[src/rtl/lsu_pkg.sv]
// Shared constants for the load/store unit: RV32I width codes, FSM states,
// and the funct3 legality check used at request acceptance.
package lsu_pkg;

   localparam int WORD_BYTES = 4;

   localparam logic [2:0] F3_B  = 3'b000;
   localparam logic [2:0] F3_H  = 3'b001;
   localparam logic [2:0] F3_W  = 3'b010;
   localparam logic [2:0] F3_BU = 3'b100;
   localparam logic [2:0] F3_HU = 3'b101;

   typedef enum logic [1:0] {
      ST_IDLE = 2'd0,
      ST_RD   = 2'd1,
      ST_WR   = 2'd2,
      ST_RSP  = 2'd3
   } lsu_state_e;

   // Stores only have signed width codes; the unsigned forms are load-only.
   function automatic logic funct3_ok(input logic we, input logic [2:0] f3);
      logic ok;
      ok = (f3 == F3_B) || (f3 == F3_H) || (f3 == F3_W);
      if (!we)
         ok = ok || (f3 == F3_BU) || (f3 == F3_HU);
      return ok;
   endfunction

endpackage

[src/rtl/lsu_align.sv]
// Byte-lane steering: extracts and extends load data from a memory word and
// merges store data into the addressed lanes of a previously read word.
module lsu_align
   import lsu_pkg::*;
(
   input  logic [31:0] word_i,
   input  logic [1:0]  off_i,
   input  logic [2:0]  funct3_i,
   input  logic [31:0] wdata_i,
   output logic [31:0] load_o,
   output logic [31:0] store_o
);

   logic [4:0]  sh;
   logic [31:0] shifted;
   logic [31:0] mask;

   assign sh      = {off_i, 3'b000};
   assign shifted = word_i >> sh;

   always_comb begin
      load_o = word_i;
      case (funct3_i)
         F3_B:    load_o = {{24{shifted[7]}}, shifted[7:0]};
         F3_H:    load_o = {{16{shifted[15]}}, shifted[15:0]};
         F3_BU:   load_o = {24'd0, shifted[7:0]};
         F3_HU:   load_o = {16'd0, shifted[15:0]};
         default: load_o = word_i;
      endcase
   end

   always_comb begin
      mask = 32'hFFFF_FFFF;
      case (funct3_i)
         F3_B:    mask = 32'h0000_00FF << sh;
         F3_H:    mask = 32'h0000_FFFF << sh;
         default: mask = 32'hFFFF_FFFF;
      endcase
      store_o = (word_i & ~mask) | ((wdata_i << sh) & mask);
   end

endmodule

[src/rtl/load_store_unit.sv]
// RV32I load/store unit: single-outstanding FSM driving a word-wide memory.
// Optional LSU_MISALIGN_TRAP_EN rejects misaligned H/W accesses instead of aligning them.
module load_store_unit
   import lsu_pkg::*;
#(
   parameter int WORDS = 64
) (
   input  logic        clk,
   input  logic        rst,
   input  logic        req_valid,
   output logic        req_ready,
   input  logic        req_we,
   input  logic [2:0]  req_funct3,
   input  logic [31:0] req_addr,
   input  logic [31:0] req_wdata,
   output logic        rsp_valid,
   output logic [31:0] rsp_rdata,
   output logic        rsp_err,
   output logic [31:0] mem_addr,
   output logic [31:0] mem_wdata,
   output logic        mem_we,
   input  logic [31:0] mem_rdata
);

   localparam logic [29:0] WORDS_IDX = 30'(WORDS);

   lsu_state_e  state_q, state_d;
   logic        we_q, we_d;
   logic [2:0]  f3_q, f3_d;
   logic [31:0] addr_q, addr_d;
   logic [31:0] wdata_q, wdata_d;
   logic [31:0] word_q, word_d;
   logic        err_q, err_d;

   logic        range_bad;
   logic        misaligned;
   logic        req_bad;
   logic [31:0] addr_aligned;
   logic [31:0] load_word;
   logic [31:0] store_word;

   assign range_bad = (req_addr[31:2] >= WORDS_IDX);

   always_comb begin
      misaligned   = 1'b0;
      addr_aligned = req_addr;
      case (req_funct3[1:0])
         2'b01: begin
            misaligned      = req_addr[0];
            addr_aligned[0] = 1'b0;
         end
         2'b10: begin
            misaligned        = (req_addr[1:0] != 2'b00);
            addr_aligned[1:0] = 2'b00;
         end
         default: ;
      endcase
   end

`ifdef LSU_MISALIGN_TRAP_EN
   assign req_bad = range_bad || !funct3_ok(req_we, req_funct3) || misaligned;
`else
   assign req_bad = range_bad || !funct3_ok(req_we, req_funct3);
`endif

   always_comb begin
      state_d = state_q;
      we_d    = we_q;
      f3_d    = f3_q;
      addr_d  = addr_q;
      wdata_d = wdata_q;
      word_d  = word_q;
      err_d   = err_q;
      case (state_q)
         ST_IDLE: begin
            if (req_valid) begin
               we_d    = req_we;
               f3_d    = req_funct3;
               wdata_d = req_wdata;
               err_d   = req_bad;
`ifdef LSU_MISALIGN_TRAP_EN
               addr_d  = req_addr;
`else
               addr_d  = addr_aligned;
`endif
               if (req_bad)
                  state_d = ST_RSP;
               else if (req_we && (req_funct3 == F3_W))
                  state_d = ST_WR;
               else
                  state_d = ST_RD;
            end
         end
         ST_RD: begin
            // Sub-word stores go on to WR to write back the merged word.
            word_d  = mem_rdata;
            state_d = we_q ? ST_WR : ST_RSP;
         end
         ST_WR: state_d = ST_RSP;
         ST_RSP: begin
            err_d   = 1'b0;
            state_d = ST_IDLE;
         end
         default: state_d = ST_IDLE;
      endcase
   end

   always_ff @(posedge clk) begin
      if (rst) begin
         state_q <= ST_IDLE;
         we_q    <= 1'b0;
         f3_q    <= 3'd0;
         addr_q  <= 32'd0;
         wdata_q <= 32'd0;
         word_q  <= 32'd0;
         err_q   <= 1'b0;
      end else begin
         state_q <= state_d;
         we_q    <= we_d;
         f3_q    <= f3_d;
         addr_q  <= addr_d;
         wdata_q <= wdata_d;
         word_q  <= word_d;
         err_q   <= err_d;
      end
   end

   lsu_align u_align (
      .word_i   (word_q),
      .off_i    (addr_q[1:0]),
      .funct3_i (f3_q),
      .wdata_i  (wdata_q),
      .load_o   (load_word),
      .store_o  (store_word)
   );

   // Strobe is masked by rst so a reset landing in WR never commits the write.
   assign req_ready = (state_q == ST_IDLE);
   assign rsp_valid = (state_q == ST_RSP);
   assign rsp_err   = (state_q == ST_RSP) && err_q;
   assign rsp_rdata = ((state_q == ST_RSP) && !we_q && !err_q) ? load_word : 32'd0;
   assign mem_addr  = ((state_q == ST_RD) || (state_q == ST_WR)) ? {2'b00, addr_q[31:2]} : 32'd0;
   assign mem_we    = (state_q == ST_WR) && !rst;
   assign mem_wdata = (state_q == ST_WR) ? store_word : 32'd0;

endmodule
[config.mk]
export PLATFORM = sky130hd
export DESIGN_NAME = load_store_unit
export DESIGN_NICKNAME = d
export VERILOG_FILES = /design/src/rtl/lsu_pkg.sv /design/src/rtl/lsu_align.sv /design/src/rtl/load_store_unit.sv
export SDC_FILE = /design/constraint.sdc
export NUM_CORES = 1
export LEC_CHECK = 0
export ABC_AREA = 1
export ABC_CLOCK_PERIOD_IN_PS = 1700
export BUFFER_PORTS_ARGS = -buffer_cell sky130_fd_sc_hd__clkbuf_2
export CAP_MARGIN = 0
export CELL_PAD_IN_SITES_DETAIL_PLACEMENT = 0
export CELL_PAD_IN_SITES_GLOBAL_PLACEMENT = 1
export CORE_UTILIZATION = 35
export CTS_BUF_LIST = sky130_fd_sc_hd__clkbuf_4
export CTS_CLUSTER_SIZE = 30
export DETAILED_ROUTE_END_ITERATION = 16
export GPL_TIMING_DRIVEN = 0
export PLACE_DENSITY = 0.8
export SLEW_MARGIN = 5
export SYNTH_ARGS = -nofsm -noshare
export SYNTH_HDL_FRONTEND = slang
export SYNTH_SLANG_ARGS = --single-unit
[constraint.sdc]
create_clock -name clk -period 1.7 [get_ports clk]
set_input_delay 0.085 -clock clk [delete_from_list [all_inputs] [get_ports clk]]
set_output_delay 0.085 -clock clk [all_outputs]
set_load 0.02 [all_outputs]
Word-level counts from Yosys, hierarchy flattened. Index checks and enable logic that the tools add are counted.

Word-level logic and storage cells: 66. Bits in registers: 103. Memory bits (read-only): 0. Input port bits: 103. Latch bits: 0. RAM bits: 0. Memories kept: 0.

Reductions and logical operators: 22. Muxes and demuxes: 15. $add $sub $neg: 0. Equality and inequality tests: 13. Shifts and indexed selects: 4. Bitwise operators: 4. Magnitude comparators: 1. Divide/modulo/power cells: 0. $mul: 0.

Operators by type and width (number): $pmux W32 S4 (1); $and A32 B32 Y32 (2); $mux W32 (2); $pmux W32 S2 (1); $not A32 Y32 (1); $or A32 B32 Y32 (1); $shl A16 B5 Y32 const A (1); $shl A32 B5 Y32 (1); $shl A8 B5 Y32 const A (1); $shr A32 B5 Y16 (1); $ge A30 B7 Y1 const B (1); $mux W30 (1); $eq A3 B3 Y1 const B (4); $pmux W2 S4 (1); $eq A2 B2 Y1 const B (3); $eq A3 B1 Y1 const B (2); $logic_not A3 Y1 (2); $logic_or A1 B1 Y1 (6); $mux W2 (3); $logic_and A1 B1 Y1 (5); $mux W1 (5); $eq A2 B1 Y1 const B (2); $logic_not A1 Y1 (4); $reduce_and A2 Y1 (2); other kinds (6) (6).

Depth between registers and ports, before layout.
Depth after elaboration: 11. Mapped depth: 10. Mapped depth without buffers: 9.

Modules after synthesis. Synthesis repeated with hierarchy kept, for this count alone.

Cell total of the unflattened synthesis: 1054. Area, all modules: 6332.3 um2.

By module, submodules not included: load_store_unit (area each 4621.9 um2, times used 1, cells an instance 700); lsu_align (area each 1710.4 um2, times used 1, cells an instance 354).

Worst setup path after synthesis. No wires, ideal clock.

Kind: register -> output. Start: register state_q[0]. End: output port rsp_rdata[0]. Slack: -164 ps. Cell stages (with the launch flop): 7. Data required time: 1615 ps. Buffers on the path: 1. Arrival: 1779 ps. Cells stage by stage: dfxtp_1 -> ha_1 -> inv_1 -> nor3_1 -> inv_1 -> buf_2 -> a21oi_1.

Word-level cells in the longest chain between the ends: 4.

Ends and longest elaborated chain: start, declared (RTL line load_store_unit.sv:27) `lsu_state_e state_q, state_d;`; start signal, assigned (RTL line load_store_unit.sv:118) `state_q <= state_d;`; $eq A2 B2 Y1; via rsp_valid (RTL line load_store_unit.sv:16) `output logic rsp_valid,`; $logic_and A1 B1 Y1 (2 in a row) (RTL line load_store_unit.sv:141) `assign rsp_rdata = ((state_q == ST_RSP) && !we_q && !err_q) ? load_word : 32'd0;`; $mux W32 (RTL line load_store_unit.sv:141); end, declared (RTL line load_store_unit.sv:17) `output logic [31:0] rsp_rdata,`.

The timed path passes the listed nets, and every way through them passes these cells.

Final worst setup path.
Start: register word_q[23]. End: output port rsp_rdata[26].

Word-level cells in the longest chain between the ends: 3.

Ends and longest elaborated chain: start, declared (RTL line load_store_unit.sv:32) `logic [31:0] word_q, word_d;`; start signal, assigned (RTL line load_store_unit.sv:123) `word_q <= word_d;`; $shr A32 B5 Y16 (RTL line lsu_align.sv:19) `assign shifted = word_i >> sh;`; $pmux W32 S4 (RTL line lsu_align.sv:23) `case (funct3_i)`; $mux W32 (RTL line load_store_unit.sv:141).

Every way passes these cells.

==> flow_summary_export.csv <==
group,metric,value,unit
finish,fin_nets,1373,
setup_path,path_buf_inv,3,
finish,fillers,1347,
synthesis,syn_inst,908,
sta,tightest_slew,0.564,ns
floorplan,die_height,131,um
hold_path,hp-class,"primary input to flip-flop",
setup_path,crit_slowest_cell,"dfxtp_1",
routing,drc,0,
global_routing,busiest_layer,"met2",
synthesis,synth.area.top_cells,"dfxtp_1, o21ai_0, nor2_1",
setup_path,endpoint_kind,"primary output",
setup_path,critPathMaxStageDelay,0.45,ns
synthesis,synthesis.area,0.00582,mm2
clocking,h-tree-depth,3,
power_and_ir_drop,peakVddDrop,520,uV
routing,avgRoutedWirePerCell,17.5,um
sta,final.period_utilization,127,%
synthesis,synth_seq_area_share,35.4,%
finish,register_area,0.00208,mm2
global_routing,grt.total_usage,29.5,%
sta,fmax,0.464,GHz
power_and_ir_drop,leakage,4.98,nW
finish,syn_to_final_growth,84.5,%
global_routing,grt_antenna_before_repair,0,
synthesis,synth_top_area_share,35.4,%
global_routing,met1_usage,36.1,%
clocking,clockBufferDepth,2,
clocking,cts_made_buffers,9,
clocking,clockRootBuffer,"clkbuf_4",
run_status,violations,"setup timing",
clocking,clk_latency,0.51,ns
global_routing,met3_usage,7.04,%
global_routing,grt_max_degree,17,
clocking,cts.sinks,103,
global_routing,grt_pass1_vias,7052,
setup_path,critPathTopFamily,"simple AND/OR/NAND/NOR gates",
synthesis,ys_types,33,
routing,antenna_left,0,
synthesis,ys_seq_elements,103,
finish,utilization,66.9,%
sta,fin_ws,-0.456,ns
placed_design,dpl-instance-area,0.00713,mm2
routing,routed_wl,26000,um
setup_path,crit_fanout,5,
sta,maxSlewViolCount,0,
clocking,clk_pin_slew,0.17,ns
floorplan,core.rowCount,46,
sta,rsz0062_at_grt,"yes",
setup_path,critPathLaunchType,"flip-flop",
floorplan,dieArea,0.0171,mm2
setup_path,critPathArrivalTime,2.07,ns
synthesis,yosysTopAreaCell,"dfxtp_1",
setup_path,worst-endpoint-required,1.62,ns
sta,clock-skew-final,0.0375,ns
floorplan,start_util,36.2,%
floorplan,pin_count,203,
synthesis,synthArstFlopShare,0,%
floorplan,core_area,0.0161,mm2
routing,viasPerCell,5.02,
synthesis,syn_area_per_cell,6.41,um2
placed_design,gp_congestion,0.918,
synthesis,synth-main-ff-cell,"dfxtp_1",
synthesis,synth_common_cells,"o21ai_0, nor2_1, nand2_1",
finish,multiInputGateArea,0.00398,mm2
routing,vias,7454,
routing,firstDrtPassIters,5,
run_status,status,"finished with violations",
global_routing,grt_pass1_wl,37700,um
synthesis,yosysWarnings,0,
finish,drive_gt1_share,39.8,%
placed_design,place.port_buffers,200,
sta,maxSlewHeadroom,62.4,%
power_and_ir_drop,p_per_area,1010,mW/mm2
finish,num_antenna_cells,0,
sta,final_hold_viol_count,0,
sta,period_needed,2.16,ns
setup_path,crit_type,"flip-flop to primary output",
setup_path,path_cells,"inv_1 > nand2_1 > o211ai_1 > nand2_2 > nand2_4 > nand3_4 > nand2_8 > buf_16 > nor2_4 > buf_8",
global_routing,met2_usage,51.6,%
global_routing,gr-total-overflow,0,
clocking,cts_tree,"built",
synthesis,synth.most_common_cell,"o21ai_0",
flow_run,cap_violations,0,
sta,setup_violations,95,
floorplan,die_x,131,um
synthesis,synth_edf_count,0,
placed_design,dp.final_hpwl,17300,um
finish,stdcell_area,0.0107,mm2
routing,drt_iter0_markers,488,
## cells in the final DEF (no fill, tap or decap), types with 6 or more instances in the layout
cell | Yosys | final
inv_1 | 108 | 72
nor2_1 | 164 | 147
inv_2 | 4 | 28
nand2_4 | 3 | 40
nand2_2 | 2 | 13
clkbuf_2 | 0 | 116
o21ai_0 | 172 | 121
a21oi_1 | 90 | 70
a21oi_2 | 1 | 12
buf_12 | 1 | 10
a22oi_2 | 0 | 7
nand3_1 | 19 | 13
clkbuf_1 | 40 | 15
a21oi_4 | 0 | 9
buf_4 | 5 | 26
nor2_2 | 5 | 8
o21ai_2 | 0 | 19
buf_6 | 3 | 31
dlygate4sd3_1 | 0 | 102
buf_8 | 0 | 66
nand2_1 | 133 | 83
inv_4 | 0 | 10
nand3_2 | 0 | 6
clkbuf_4 | 0 | 28
clkbuf_8 | 0 | 14
o21ai_1 | 1 | 30
dfxtp_1 | 103 | 98
nor2_4 | 7 | 21
## layer usage
metal | vias up | part of all wire [%]
met3 | 41 | 7.3
li1 | 3636 | -
met1 | 3477 | 40
met5 | - | 0
met4 | 0 | 2.1
met2 | 300 | 50
## logic make-up (layout without fill, tap and decap cells)
| logic type | count (synthesis) | in the layout | synth area share (%) |
|---|---|---|---|
| AO/OA/AOI/OAI | 287 | 287 | 26.1 |
| adder cells (fa/ha/maj) | 7 | 7 | 1.51 |
| buffers and inverters | 173 | 532 | 12.4 |
| flip-flops | 103 | 103 | 35.4 |
| other | 1 | 2 | 0.0645 |
| AND/OR/NAND/NOR | 337 | 337 | 24.6 |
## per-stage QoR
step	hold slack [ns]	std cells	worst slack, ns	total power, mW	TNS [ns]
final	0.339	1484	-0.456	10.9	-30.45
after global routing	0.324	1484	-0.589	11.5	-39.24
after CTS	0.320	1482	-0.443	9.98	-31.09
after detailed placement	0.320	1325	-0.312	6.80	-17.39
after global placement	0.312	1325	-0.299	6.79	-15.89
after floorplan	0.154	909	0.0514	5.55	0
## registers in the layout, summed over array words and instances (netlist names)
| register | cells |
|---|---|
| word_q | 32 |
| addr_q | 32 |
| state_q | 2 |
| we_q | 1 |
| wdata_q | 32 |
| f3_q | 3 |
| err_q | 1 |
## worst paths after layout
check	depth (start not counted)	startpoint	to	slack, ns
max	10	word_q[23]$_SDFFE_PP0N_	rsp_rdata[26]	-0.46
min	4	mem_rdata[5]	word_q[5]$_SDFFE_PP0N_	0.34
max reg2reg	8	state_q[0]$_SDFFE_PP0P_	addr_q[21]$_SDFFE_PP0P_	0.07
min reg2reg	2	wdata_q[27]$_SDFFE_PP0P_	wdata_q[27]$_SDFFE_PP0P_	0.52
## report_power, final
| part | switching [mW] | internal (mW) |
|---|---|---|
| combinational | 3.47 | 2.76 |
| clock | 0.898 | 0.335 |
| sequential | 0.533 | 2.88 |
| total | 4.90 | 5.98 |
## cell type report
| type | instances | area share [%] |
|---|---|---|
| Buffer | 59 | 4.83 |
| Clock inverter | 5 | 0.315 |
| Clock buffer | 11 | 0.769 |
| Timing Repair Buffer | 344 | 30.8 |
| Inverter | 113 | 4.37 |
| Multi-Input combinational cell | 633 | 37.1 |
| Sequential cell | 103 | 19.3 |
| Tap cell | 216 | 2.52 |
## worst min-delay path, delay by kind of cell
family,cells,cell delay (ns)
buffers and inverters,2,0.61
AND/OR/NAND/NOR,2,0.11
## timing repair
action                     in CTS  in global routing
hold buffers                  102                  0
resized for setup             432                250
buffers inserted               33                  4
pin swaps                      52                 35
hold endpoints to repair      102                  0
cloned                          6                  0
setup endpoints to repair     183                173
Note: power is estimated with default switching activity, not from simulation.
